[src/rtl/seg7_pkg.sv]
// seg7_pkg: shared 7-segment encodings (active-low {g,f,e,d,c,b,a}) and scan-capture types.
package seg7_pkg;
  localparam logic [6:0] SEG_0 = 7'h40;
  localparam logic [6:0] SEG_1 = 7'h79;
  localparam logic [6:0] SEG_2 = 7'h24;
  localparam logic [6:0] SEG_3 = 7'h30;
  localparam logic [6:0] SEG_4 = 7'h19;
  localparam logic [6:0] SEG_5 = 7'h12;
  localparam logic [6:0] SEG_6 = 7'h02;
  localparam logic [6:0] SEG_7 = 7'h78;
  localparam logic [6:0] SEG_8 = 7'h00;
  localparam logic [6:0] SEG_9 = 7'h10;
  localparam logic [6:0] SEG_A = 7'h08;
  localparam logic [6:0] SEG_B = 7'h03;
  localparam logic [6:0] SEG_C = 7'h46;
  localparam logic [6:0] SEG_D = 7'h21;
  localparam logic [6:0] SEG_E = 7'h06;
  localparam logic [6:0] SEG_F = 7'h0E;
  localparam logic [6:0] SEG_BLANK = 7'h7F;
  typedef enum logic [1:0] {AN_BLANK, AN_ONE, AN_MULTI} an_class_t;
  typedef struct packed {
    logic       valid;
    logic [3:0] nibble;
  } seg_dec_t;
endpackage

[src/rtl/seg7_scan_capture_if.sv]
// seg7_scan_capture_if: multiplexed 7-segment scan bus (active-low SEG and AN).
interface seg7_scan_capture_if;
  logic [6:0] SEG;
  logic [7:0] AN;
  modport master (output SEG, AN);
  modport slave (input SEG, AN);
endinterface

[src/rtl/seg7_pattern_decode.sv]
// seg7_pattern_decode: maps an active-low segment pattern back to its hex nibble.
module seg7_pattern_decode
  import seg7_pkg::*;
(
  input  logic [6:0] seg,
  output seg_dec_t   dec
);
  always_comb begin
    dec = '{valid: 1'b1, nibble: 4'h0};
    case (seg)
      SEG_0: dec.nibble = 4'h0;
      SEG_1: dec.nibble = 4'h1;
      SEG_2: dec.nibble = 4'h2;
      SEG_3: dec.nibble = 4'h3;
      SEG_4: dec.nibble = 4'h4;
      SEG_5: dec.nibble = 4'h5;
      SEG_6: dec.nibble = 4'h6;
      SEG_7: dec.nibble = 4'h7;
      SEG_8: dec.nibble = 4'h8;
      SEG_9: dec.nibble = 4'h9;
      SEG_A: dec.nibble = 4'hA;
      SEG_B: dec.nibble = 4'hB;
      SEG_C: dec.nibble = 4'hC;
      SEG_D: dec.nibble = 4'hD;
      SEG_E: dec.nibble = 4'hE;
      SEG_F: dec.nibble = 4'hF;
      default: dec.valid = 1'b0;
    endcase
  end
endmodule

[src/rtl/seg7_scan_capture.sv]
// seg7_scan_capture: passive monitor that rebuilds the displayed word from a settled SEG/AN scan.
module seg7_scan_capture
  import seg7_pkg::*;
#(
  parameter int N_DIGITS   = 8,
  parameter int SETTLE_CYC = 4
) (
  input  logic                clk,
  input  logic                rst,
  seg7_scan_capture_if.slave  bus,
  output logic [31:0]         value,
  output logic                frame_valid,
  output logic [7:0]          digit_seen,
  output logic                err_pattern,
  output logic                err_anode
);
  localparam int CW = $clog2(SETTLE_CYC + 1);
  logic [7:0]    an_q, an_act;
  logic [6:0]    seg_q;
  logic [CW-1:0] cnt;
  logic [31:0]   shadow;
  logic [2:0]    idx;
  an_class_t     cls;
  seg_dec_t      dec;
  logic          same, fire, full, in_range, cap;
  seg7_pattern_decode u_dec (.seg(seg_q), .dec(dec));
  assign an_act   = ~an_q;
  assign same     = {bus.AN, bus.SEG} == {an_q, seg_q};
  // fires on the edge that moves the count onto SETTLE_CYC, so once per stable period
  assign fire     = same && cnt == CW'(SETTLE_CYC - 1);
  assign cls      = an_act == 8'd0 ? AN_BLANK : (an_act & (an_act - 8'd1)) == 8'd0 ? AN_ONE : AN_MULTI;
  assign in_range = {1'b0, idx} < 4'(N_DIGITS);
  assign cap      = fire && cls == AN_ONE && in_range && dec.valid;
  assign full     = &digit_seen[N_DIGITS-1:0];
  always_comb begin
    idx = '0;
    for (int i = 0; i < 8; i++) if (an_act[i]) idx = 3'(i);
  end
  always_ff @(posedge clk) begin
    if (!rst) begin
      an_q        <= '1;
      seg_q       <= SEG_BLANK;
      cnt         <= '0;
      shadow      <= '0;
      value       <= '0;
      frame_valid <= 1'b0;
      digit_seen  <= '0;
      err_pattern <= 1'b0;
      err_anode   <= 1'b0;
    end else begin
      an_q        <= bus.AN;
      seg_q       <= bus.SEG;
      cnt         <= !same ? '0 : cnt == CW'(SETTLE_CYC) ? cnt : cnt + 1'b1;
      frame_valid <= full;
      err_pattern <= fire && cls == AN_ONE && in_range && !dec.valid;
      err_anode   <= fire && cls == AN_MULTI;
      if (full) value <= shadow;
      // a capture in the frame cycle lands after the clear and survives into the next frame
      digit_seen  <= (full ? 8'd0 : digit_seen) | (cap ? 8'd1 << idx : 8'd0);
      if (cap) shadow[{idx, 2'b00} +: 4] <= dec.nibble;
    end
  end
endmodule
[src/flat_wrapper.sv]
// flat-port wrapper written by rule: the top's interface ports become plain ports
module seg7_scan_capture_flat import seg7_pkg::*;
#(
  parameter int N_DIGITS   = 8,
  parameter int SETTLE_CYC = 4
)
  (clk, rst, value, frame_valid, digit_seen, err_pattern, err_anode, bus_SEG, bus_AN);
  seg7_scan_capture_if bus_i ();
  input  logic clk;
  input  logic rst;
  output logic [31:0] value;
  output logic frame_valid;
  output logic [7:0] digit_seen;
  output logic err_pattern;
  output logic err_anode;
  input wire logic [$bits(bus_i.SEG)-1:0] bus_SEG;
  input wire logic [$bits(bus_i.AN)-1:0] bus_AN;
  assign bus_i.SEG = bus_SEG;
  assign bus_i.AN = bus_AN;
  seg7_scan_capture #(.N_DIGITS(N_DIGITS), .SETTLE_CYC(SETTLE_CYC)) u_core (.clk(clk), .rst(rst), .bus(bus_i), .value(value), .frame_valid(frame_valid), .digit_seen(digit_seen), .err_pattern(err_pattern), .err_anode(err_anode));
endmodule
[config.mk]
export PLATFORM = sky130hd
export DESIGN_NAME = seg7_scan_capture_flat
export DESIGN_NICKNAME = d
export VERILOG_FILES = /design/src/rtl/seg7_pkg.sv /design/src/rtl/seg7_scan_capture_if.sv /design/src/rtl/seg7_pattern_decode.sv /design/src/rtl/seg7_scan_capture.sv /design/src/flat_wrapper.sv
export SDC_FILE = /design/constraint.sdc
export NUM_CORES = 1
export LEC_CHECK = 0
export BUFFER_PORTS_ARGS = -buffer_cell sky130_fd_sc_hd__clkbuf_2
export CORE_MARGIN = 4
export CORE_UTILIZATION = 32
export DETAILED_ROUTE_END_ITERATION = 7
export REMOVE_ABC_BUFFERS = 1
export SLEW_MARGIN = 20
export SYNTH_ARGS = -nofsm -noshare
export SYNTH_HDL_FRONTEND = slang
export SYNTH_SLANG_ARGS = --single-unit
[constraint.sdc]
create_clock -name clk -period 3.4 [get_ports clk]
set_clock_uncertainty 0.2 [all_clocks]
set_input_delay 0.51 -clock clk [delete_from_list [all_inputs] [get_ports clk]]
set_output_delay 0.51 -clock clk [all_outputs]
set_load 0.005 [all_outputs]
Yosys cells after proc, flatten, opt, wreduce, memory -nomap -nowiden
Cells that the tools add are included.

storage, ports and cells
  register bits = 93
  word-level logic and storage cells = 64
  output and inout bits = 43
  input port bits = 17

operators by class
  equality and inequality tests = 20
  $add $sub $neg = 3
  multiplexer cells = 14
  bitwise logic cells = 3
  reductions and logical operators = 12
  shifts and indexed selects = 3

operators with widths
  operator                                                                 number
  4-bit one-hot mux with 15 select lines                                   1
  32-bit bitwise mux                                                       1
  4-bit by 7-bit variable shift with 32-bit output (first input constant)  1
  4-bit by 7-bit variable part select with 32-bit output                   1
  7-bit equality test (second input constant)                              4
  7-bit by 5-bit equality test with 1-bit output (second input constant)   3
  7-bit by 6-bit equality test with 1-bit output (second input constant)   3
  3-bit 2-to-1 mux                                                         6
  8-bit zero test                                                          2
  8-bit 2-to-1 mux                                                         2
  16-bit OR reduction                                                      1
  15-bit equality test                                                     1
  7-bit by 2-bit equality test with 1-bit output (second input constant)   2
  7-bit by 4-bit equality test with 1-bit output (second input constant)   2
  8-bit bitwise AND                                                        1
  8-bit inverter                                                           1
  8-bit bitwise OR                                                         1
  8-bit AND reduction                                                      1
  1-bit by 3-bit left shift with 8-bit output (first input constant)       1
  8-bit by 1-bit subtractor with 8-bit output (second input constant)      1
  7-bit by 3-bit equality test with 1-bit output (second input constant)   1
  7-bit zero test                                                          1
  5-bit negation with 7-bit output                                         1
  1-bit logical AND                                                        5
  other kinds (9)                                                          11

Logic depth before layout (Yosys ltp)
  depth after elaboration = 11
  depth in mapped cells = 12
  gate-level depth less buffers = 11

Modules after synthesis
From an unflattened synthesis, not the netlist that was laid out.

unflattened totals
  cell total of the unflattened synthesis = 505
  area, all modules = 4259.1 um^2

by module, submodules not included
  module               area each (um^2)  instances  cells each
  seg7_scan_capture    3866.2            1          442
  seg7_pattern_decode  392.9             1          63

Worst setup path before layout
Ideal clock, no wire load.

  kind = reg-to-reg
  start point = reg u_core.an_q[1]
  end point = reg u_core.shadow[24]
  arrival = 2.251 ns
  path buffers = 1
  slack = 0.876 ns
  required time = 3.126 ns
  period minus slack after synthesis = 2.524 ns
  cell stages (with the launch flop) = 12
  library setup time = 0.074 ns
  cell sequence = dfxtp_1 > nand2b_1 > a21boi_0 > o21ai_0 > and2_1 > ha_1 > ha_1 > nor3_1 > o21ai_0 > and4bb_1 > buf_6 > mux2i_1

between the ends
  longest elaborated chain between the ends = 11

RTL lines
  item                                                                                                                        line                     text
  start: declaration                                                                                                          seg7_scan_capture.sv:18  logic [7:0] an_q, an_act;
  start signal: assignment                                                                                                    seg7_scan_capture.sv:51  an_q <= bus.AN;
  8-bit inverter                                                                                                              seg7_scan_capture.sv:27  assign an_act = ~an_q;
  1-bit 2-to-1 mux                                                                                                            seg7_scan_capture.sv:37  for (int i = 0; i < 8; i++) if (an_act[i]) idx = 3'(i);
  3-bit 2-to-1 mux (6 in a row)                                                                                               seg7_scan_capture.sv:37
  5-bit negation with 7-bit output                                                                                            seg7_scan_capture.sv:60  if (cap) shadow[{idx, 2'b00} +: 4] <= dec.nibble;
  4-bit by 7-bit variable part select with 32-bit output or 4-bit by 7-bit variable shift with 32-bit output (tied branches)  seg7_scan_capture.sv:60
  32-bit bitwise mux                                                                                                          seg7_scan_capture.sv:60
  end signal: indexed assignment                                                                                              seg7_scan_capture.sv:60
  end: declaration                                                                                                            seg7_scan_capture.sv:21  logic [31:0] shadow;

Several ways; a longest one is shown, not always the timed one.
A chain may end at the register's enable or synchronous reset.

Final worst setup path
Ends and elaborated chain as after synthesis.

==> qor.yml <==
logic_synthesis:
  yosysTopAreaCell: "dfxtp_1"
  synth_compound_area_frac: 0.123
  synth.avg_cell_area_um2: 8.90
  yosysMostFrequentCell: "nand2_1"
  netlist_area_um2: 4150
  async_flop_share: 0
  synth-edff-count: 0
  synth_ff_type: "dfxtp_1"
  ys_warn_count: 0
  synth_top_area_share: 0.448
  synthTopCellsByCount: "nand2_1, dfxtp_1, a21boi_0"
  muxShareOfSynthArea: 0.0771
  synth_adder_area_share: 0.0271
  synthCells: 467
  ys_types: 50
  synth-xor-area-share: 0.0358
  synth_top_family_by_area: "simple AND/OR/NAND/NOR gates"
  ys_top_cells_by_area: "dfxtp_1, nand2_1, mux2i_1"
  yosys.area_share.simple: 0.241
  synth_seq_cells: 93
  ys_seq_area_frac: 0.448
setup_path:
  end_kind: "register"
  worstReg2RegStart: "u_core.an_q[1]"
  startpoint_type: "register"
  reg2regPathDepth: 10
  reg2reg_slack_ns: 0.51
  required_ns: 3.46
  r2r-end: "u_core.shadow[24]"
  worstPathArrival_ns: 2.95
  critPathMaxFanout: 6
  crit_start: "u_core.an_q[1]"
  crit_end: "u_core.shadow[24]"
  critical_path_class: "register to register"
global_routing:
  grt_max_degree: 48
  grt-ovfl-total: 0
  grt_pass1_wl_mm: 15.1
  antenna_found_initial: 0
  grt_pass1_vias: 3123
  grt_usage: 0.127
final_layout:
  nNetsFinal: 536
  layout.cells.non_filler: 687
  area_delta_synth_final_pct: 17.3
  antenna_cells: 0
  drive_above_1_share: 0.173
timing:
  fin_crit_sh: 0.850
  whs_ns: 0.179
  timing.setup.tns_ns: 0
  relSlewSlack: 0.464
  min_period_ns: 2.89
  finalMaxSlewViolations: 0
  layout_setup_ws_ns: 0.510
  rsz0062_at_grt: "false"
  finalSetupViolCount: 0
  tightest_slew_ns: 0.799
  final_hold_viol_count: 0
  fmax_mhz: 346
clocking:
  cts_tree: "done"
  cts_root_buffer: "clkbuf_16"
  post_cts_resized: 0
  clock_path_buffers: 2
  post_cts_buffers: 0
  cts_buffers: 9
  cts_hold_buffers: 0
  htreeDepth: 3
  clk_pin_slew_worst_paths_ns: 0.07
  cts_sinks: 93
  clkLatencyLatePin_ns: 0.34
pwr:
  p_int_mw: 1.76
  pwr-share-comb: 0.057
  p_seq_frac: 0.487
  p_leak_nw: 1.97
  ir_drop_mv: 0.250
  power_frac_clock: 0.456
  power.switching_uw: 541
  power_density_nw_per_um2: 472
  switching_share: 0.235
routing:
  wire_per_inst_um: 13.0
  dr.pass1.iters: 4
  ant_nets: 0
  drc: 0
  drtIter0Drc: 177
  totalWireLength_mm: 8.92
  via_per_inst: 4.78
  vias: 3286
outcome:
  status: "completed"
floorplan:
  ios: 60
  core_area_um2: 12700
  die_w_um: 122
  start_util: 0.328
  rows: 41
  die_h_um: 122
  die_area_um2: 14900
place:
  hpwl_mm: 6.39
  numPortBuffers: 59
  place_inst: 671
  dp_slack_ns: 0.519
  gp_congestion: 0.768
worst_hold_path:
  hp-class: "input port to register"
flow_run:
  maxCapViolCount: 0
[sequential cells by signal (all words and copies together) (netlist names)]
name,cells
u_core.an_q,8
u_core.err_pattern,1
u_core.err_anode,1
u_core.shadow,32
u_core.seg_q,7
u_core.value,32
u_core.frame_valid,1
u_core.cnt,3
u_core.digit_seen,8
[per-stage QoR]
| step | total power [mW] | area (um2) | util |
|---|---|---|---|
| floorplan | 1.22 | 4010 | - |
| global placement | 1.27 | 4560 | 0.360 |
| detailed placement | 1.28 | 4560 | 0.360 |
| CTS | 2.34 | 4870 | 0.385 |
| global route | 2.40 | 4870 | 0.385 |
| finish | 2.30 | 4870 | 0.385 |
[per-layer routing]
metal  vias up  track usage  part of all wire
met1      1536        0.166              0.47
met2        59        0.198              0.47
met3         8       0.0404             0.051
met5         -            0                 0
li1       1683            -                 -
met4         0       0.0441             0.015
[worst min path at each step]
stage / start / endpoint / slack [ns] / depth (start not counted)
after CTS: bus_AN[0] / u_core.an_q[0] / 0.16 / 2
after global routing: bus_SEG[6] / u_core.seg_q[6] / 0.18 / 2
after global placement: u_core.shadow[30] / u_core.shadow[30] / 0.25 / 2
final: bus_SEG[2] / u_core.seg_q[2] / 0.18 / 2
after detailed placement: u_core.shadow[19] / u_core.shadow[19] / 0.25 / 2
after floorplan: u_core.shadow[10] / u_core.shadow[10] / 0.23 / 2
[placed cells by master, fill, tap and decap left out, drive strengths merged, types with 4 or more instances in the layout]
| cell type | synthesis | layout |
|---|---|---|
| nor2 | 10 | 10 |
| xor2 | 16 | 16 |
| dfxtp | 93 | 93 |
| inv | 13 | 17 |
| nand4 | 13 | 13 |
| nand3 | 9 | 9 |
| nor3 | 9 | 9 |
| and4 | 4 | 4 |
| clkbuf | 22 | 69 |
| nand4b | 4 | 4 |
| nand2 | 115 | 115 |
| ha | 9 | 9 |
| buf | 10 | 5 |
| o21ai | 6 | 6 |
| nand2b | 16 | 16 |
| mux2i | 32 | 32 |
| nor2b | 5 | 5 |
| a21boi | 39 | 39 |
[worst max-delay path, cell delays in order, from the launching register on]
cell      delay, ns
dfxtp_1        0.40
nand2b_1       0.12
a21boi_0       0.07
o21ai_0        0.26
and2_1         0.27
ha_1           0.21
ha_1           0.29
nor3_1         0.22
o21ai_0        0.12
and4bb_1       0.43
mux2i_1        0.23
[cell type report]
cell class | count | area, um2
Clock buffer | 10 | 239
Sequential cell | 93 | 1860
Timing Repair Buffer | 64 | 333
Tap cell | 172 | 215
Inverter | 13 | 48.8
Multi-Input combinational cell | 329 | 2100
Clock inverter | 6 | 76.3
Fill cell | 1318 | 7800
[cells by family (layout without fill, tap and decap cells)]
kind of cell / Yosys count / count (layout)
and+or+nand+nor: 203 / 203
AOI/OAI and AO/OA: 68 / 68
adders and majority gates: 9 / 9
xor gates and xnor gates: 17 / 17
muxes: 32 / 32
buffers and inverters: 45 / 93
DFF: 93 / 93
[power groups by stage]
stage               clock, mW  sequential, mW  combinational [mW]
global route             1.13            1.12               0.147
CTS                      1.09            1.12               0.131
finish                   1.05            1.12               0.130
detailed placement          0            1.15               0.131
global placement            0            1.14               0.129
floorplan                   0            1.14              0.0857
Note: power is estimated with default switching activity, not from simulation.
